### src/rtl/memory_arbiter.sv
// Shares one RAM port between instruction fetch and load/store; data wins by default.
// Define ARB_STARVE_EN to add a counter that guarantees fetch progress after STARVE_LIMIT data grants.
module memory_arbiter #(
  parameter int WORD_W       = 32,
  parameter int STARVE_LIMIT = 4
) (
  input  logic              CLK,
  input  logic              nRST,
  input  logic              iREN,
  input  logic [WORD_W-1:0] iaddr,
  output logic [WORD_W-1:0] iload,
  output logic              iwait,
  input  logic              dREN,
  input  logic              dWEN,
  input  logic [WORD_W-1:0] daddr,
  input  logic [WORD_W-1:0] dstore,
  output logic [WORD_W-1:0] dload,
  output logic              dwait,
  output logic              ramREN,
  output logic              ramWEN,
  output logic [WORD_W-1:0] ramaddr,
  output logic [WORD_W-1:0] ramstore,
  input  logic [WORD_W-1:0] ramload,
  input  logic              ramready
);

  // state   | meaning
  // IDLE    | arbitration cycle, RAM outputs zero
  // GRANT_I | fetch owns the RAM port
  // GRANT_D | load/store owns the RAM port
  typedef enum logic [1:0] {IDLE, GRANT_I, GRANT_D} state_t;

  localparam int CNT_W = $clog2(STARVE_LIMIT + 1);

  state_t state, next_state;
  logic   dreq;
  logic   starve_grant;

  assign dreq = dREN | dWEN;

  always_ff @(posedge CLK or negedge nRST) begin
    if (!nRST) state <= IDLE;
    else       state <= next_state;
  end

  always_comb begin
    next_state = state;
    case (state)
      IDLE: begin
        if (starve_grant) next_state = GRANT_I;
        else if (dreq)    next_state = GRANT_D;
        else if (iREN)    next_state = GRANT_I;
      end
      // Completion and abort both end the grant on the next edge.
      GRANT_I: if (!iREN || ramready) next_state = IDLE;
      GRANT_D: if (!dreq || ramready) next_state = IDLE;
      default: next_state = IDLE;
    endcase
  end

  always_comb begin
    ramREN   = 1'b0;
    ramWEN   = 1'b0;
    ramaddr  = '0;
    ramstore = '0;
    case (state)
      GRANT_I: begin
        ramREN  = iREN;
        ramaddr = iaddr;
      end
      GRANT_D: begin
        ramWEN   = dWEN;
        ramREN   = dREN & ~dWEN;
        ramaddr  = daddr;
        ramstore = dstore;
      end
      default: ;
    endcase
  end

  assign iwait = iREN & ~((state == GRANT_I) & ramready);
  assign dwait = dreq & ~((state == GRANT_D) & ramready);
  assign iload = ramload;
  assign dload = ramload;

`ifdef ARB_STARVE_EN
  logic [CNT_W-1:0] starve_cnt;

  assign starve_grant = iREN && (starve_cnt >= CNT_W'(STARVE_LIMIT));

  // Counts data grants taken over a pending fetch; saturates at the limit.
  always_ff @(posedge CLK or negedge nRST) begin
    if (!nRST) begin
      starve_cnt <= '0;
    end else if (state == IDLE) begin
      if (!iREN || next_state == GRANT_I)
        starve_cnt <= '0;
      else if (next_state == GRANT_D && starve_cnt < CNT_W'(STARVE_LIMIT))
        starve_cnt <= starve_cnt + 1'b1;
    end
  end
`else
  logic [CNT_W-1:0] unused_cnt;
  assign unused_cnt   = '0;
  assign starve_grant = 1'b0;
`endif

endmodule
### config.mk
export PLATFORM = sky130hd
export DESIGN_NAME = memory_arbiter
export DESIGN_NICKNAME = d
export VERILOG_FILES = /design/src/rtl/memory_arbiter.sv
export SDC_FILE = /design/constraint.sdc
export NUM_CORES = 1
export LEC_CHECK = 0
export ABC_AREA = 1
export CAP_MARGIN = 10
export CORE_AREA = 2 2 104 106
export CTS_CLUSTER_DIAMETER = 30
export CTS_CLUSTER_SIZE = 16
export DETAILED_ROUTE_END_ITERATION = 8
export DIE_AREA = 0 0 106 108
export PLACE_DENSITY = 0.63
export SKIP_CTS_REPAIR_TIMING = 1
export SLEW_MARGIN = 5
export SYNTH_ARGS = -nofsm -noshare
export SYNTH_HDL_FRONTEND = slang
export SYNTH_SLANG_ARGS = --single-unit
### constraint.sdc
create_clock -name CLK -period 1.4 [get_ports CLK]
set_clock_uncertainty 0.05 [all_clocks]
set_input_delay 0.14 -clock CLK [delete_from_list [all_inputs] [get_ports CLK]]
set_output_delay 0.14 -clock CLK [all_outputs]
set_load 0.01 [all_outputs]
==> results.py <==
metrics = {
    "cells_and_area": {
        "syn2layout_area_growth_pct": 110,
        "fill_cells": 1140,
        "largestRegisters": "state: 2 flops",
        "largest_register_ffs": 2,
        "fin_util_pct": 30.5,
        "diodes": 0,
        "multi_input_area_sq_um": 851,
        "top_register": "state",
        "drive_gt1_share_pct": 40.6,
        "final_nets": 540,
        "regArea_sq_um": 50.0,
    },
    "critical_path": {
        "critPathCaptureType": "output pin",
        "crit_type": "register to output pin",
        "arrival_ns": 1.49,
        "r2r_slack_ns": -0.12,
        "crit_fanout": 7,
        "startpoint_type": "register",
        "crit_required_ns": 1.21,
    },
    "sta": {
        "tns_ns": -16.46,
        "period_share_pct": 120,
        "rsz0062_at_grt": "true",
        "setup_viol": 70,
        "relSlewSlack_pct": 88.7,
        "worst_slew_pin_slew_ns": 0.169,
        "post-route-min-period_ns": 1.68,
        "drv_slew": 0,
        "finalHoldViolCount": 0,
        "max_freq_mhz": 594,
        "setup_ws_ns": -0.285,
    },
    "placement": {
        "hpwl_um": 4950,
        "globalplace.congestion": 0.759,
        "io_buffers": 169,
    },
    "global_route": {
        "antenna_found_initial": 0,
        "grt_overflow": 0,
        "grt_max_degree": 33,
        "grt_pass1_wl_um": 9180,
        "grt_usage_pct": 9.70,
        "grt_pass1_vias": 1914,
    },
    "cts": {
        "path_clk_slew_ns": 0.03,
        "cts_num_sinks": 2,
        "cts_htree_levels": 1,
        "cts_root_buf": "clkbuf_8",
        "cts_buffers": 3,
        "ctsLongestPathBuffers": 2,
        "clock_latency_ns": 0.21,
        "cts_tree": "done",
    },
    "floorplan": {
        "core_region_area_sq_mm": 0.0102,
        "die_w_um": 106,
        "die-area_sq_mm": 0.0114,
        "start_util_pct": 14.5,
        "num_rows": 37,
        "io_pins": 266,
        "fp.dieH_um": 108,
    },
    "flow_run": {
        "drv_cap": 0,
    },
    "synthesis": {
        "syn-cell-area_sq_mm": 0.00149,
        "syn_area_per_cell_sq_um": 5.41,
        "ys_ff_latch": 2,
        "synth_warnings": 0,
        "ys_types": 12,
        "ys_seq_area_share_pct": 3.36,
        "syn_inst": 275,
        "syn_nets": 412,
    },
    "drt": {
        "wl_um": 7300,
        "vias": 2067,
        "drtIter0Drc": 64,
        "firstDrtPassIters": 4,
        "via_per_inst": 3.85,
        "drc": 0,
        "avgRoutedWirePerCell_um": 13.6,
        "drtAntennaViolNets": 0,
    },
    "pwr": {
        "leakage_uw": 0.00159,
        "vdd_drop_max_mv": 0.640,
        "power_density_mw_per_mm2": 1360,
    },
    "run_status": {
        "outcome": "finished with violations",
        "violations": "setup timing",
    },
    "hold_path": {
        "hold_path_class": "input port to asynchronous set/reset pin",
    },
}
[layout make-up]
type,instances,area share (%)
Clock buffer,3,1.32
Inverter,41,5.01
Sequential cell,2,1.60
Tap cell,136,5.45
Multi-Input combinational cell,153,27.2
Timing Repair Buffer,202,59.4
[logic make-up (layout without fill, tap and decap cells)]
| family | Yosys count | in the layout | share of synthesized area, % |
|---|---|---|---|
| compound gates | 35 | 35 | 11.8 |
| fa+ha+maj | 3 | 3 | 2.52 |
| buf+inv | 120 | 246 | 52.0 |
| flops | 2 | 2 | 3.36 |
| simple gates | 115 | 115 | 30.4 |
[worst max-delay path, cell delays in order (launching register included)]
cell	delay (ns)
dfrtp_1	0.38
buf_6	0.12
ha_4	0.18
clkbuf_16	0.15
buf_8	0.11
nand2_1	0.06
a21oi_2	0.13
buf_2	0.15
[cells in the mapped netlist, drive strengths merged]
| master | count | area share [%] |
|---|---|---|
| nand2 | 105 | 26 |
| buf | 79 | 42 |
| inv | 41 | 10 |
| a21oi | 35 | 12 |
| nand3 | 8 | 3.4 |
| ha | 3 | 2.5 |
| dfrtp | 2 | 3.4 |
| nor2 | 2 | 0.50 |
[power by group]
group | total [uW] | internal (uW) | switching, uW
clock network | 227 | 182 | 45.6
registers | 95.0 | 76.7 | 18.3
logic | 3930 | 1990 | 1940
[stage by stage]
| stage | std cells | power (uW) | instance area (sq um) | worst slack, ns | hold slack [ns] |
|---|---|---|---|---|---|
| detailed placement | 514 | 3200 | 2880 | -0.494 | 0.230 |
| CTS | 517 | 3470 | 2920 | -0.723 | 0.0499 |
| global placement | 514 | 3180 | 2880 | -0.451 | 0.230 |
| floorplan | 275 | 1760 | 1490 | 0.0953 | -0.206 |
| global route | 537 | 4580 | 3120 | -0.360 | 0.0519 |
| finish | 537 | 4250 | 3120 | -0.285 | 0.0480 |
[path summary, 6_finish.rpt]
kind | cells after the start | end | startpoint
max | 7 | ramaddr[24] | state[1]
min | 1 | state[1] | nRST
max reg2reg | 9 | state[1] | state[1]
min reg2reg | 3 | state[0] | state[0]
max in group asynchronous | 1 | state[0] | nRST
min in group CLK | 0 | dload[16] | ramload[16]
[routing by layer]
layer,track usage [%],routed length [um]
met2,16.4,3500
met1,11.8,3060
met5,0,0
met3,3.01,572
met4,3.01,167
[layout by cell type (no fill, tap or decap), types with 5 or more instances in the layout]
| cell type | count |
|---|---|
| a21oi_1 | 12 |
| buf_12 | 6 |
| buf_2 | 36 |
| clkdlybuf4s50_1 | 101 |
| nand2_4 | 5 |
| nand3_1 | 6 |
| nand2_1 | 85 |
| buf_4 | 13 |
| nand2_2 | 15 |
| buf_6 | 17 |
| inv_2 | 11 |
| inv_1 | 29 |
| a21oi_2 | 23 |
| clkbuf_2 | 22 |
No activity file was read; power rests on OpenSTA's default activity.
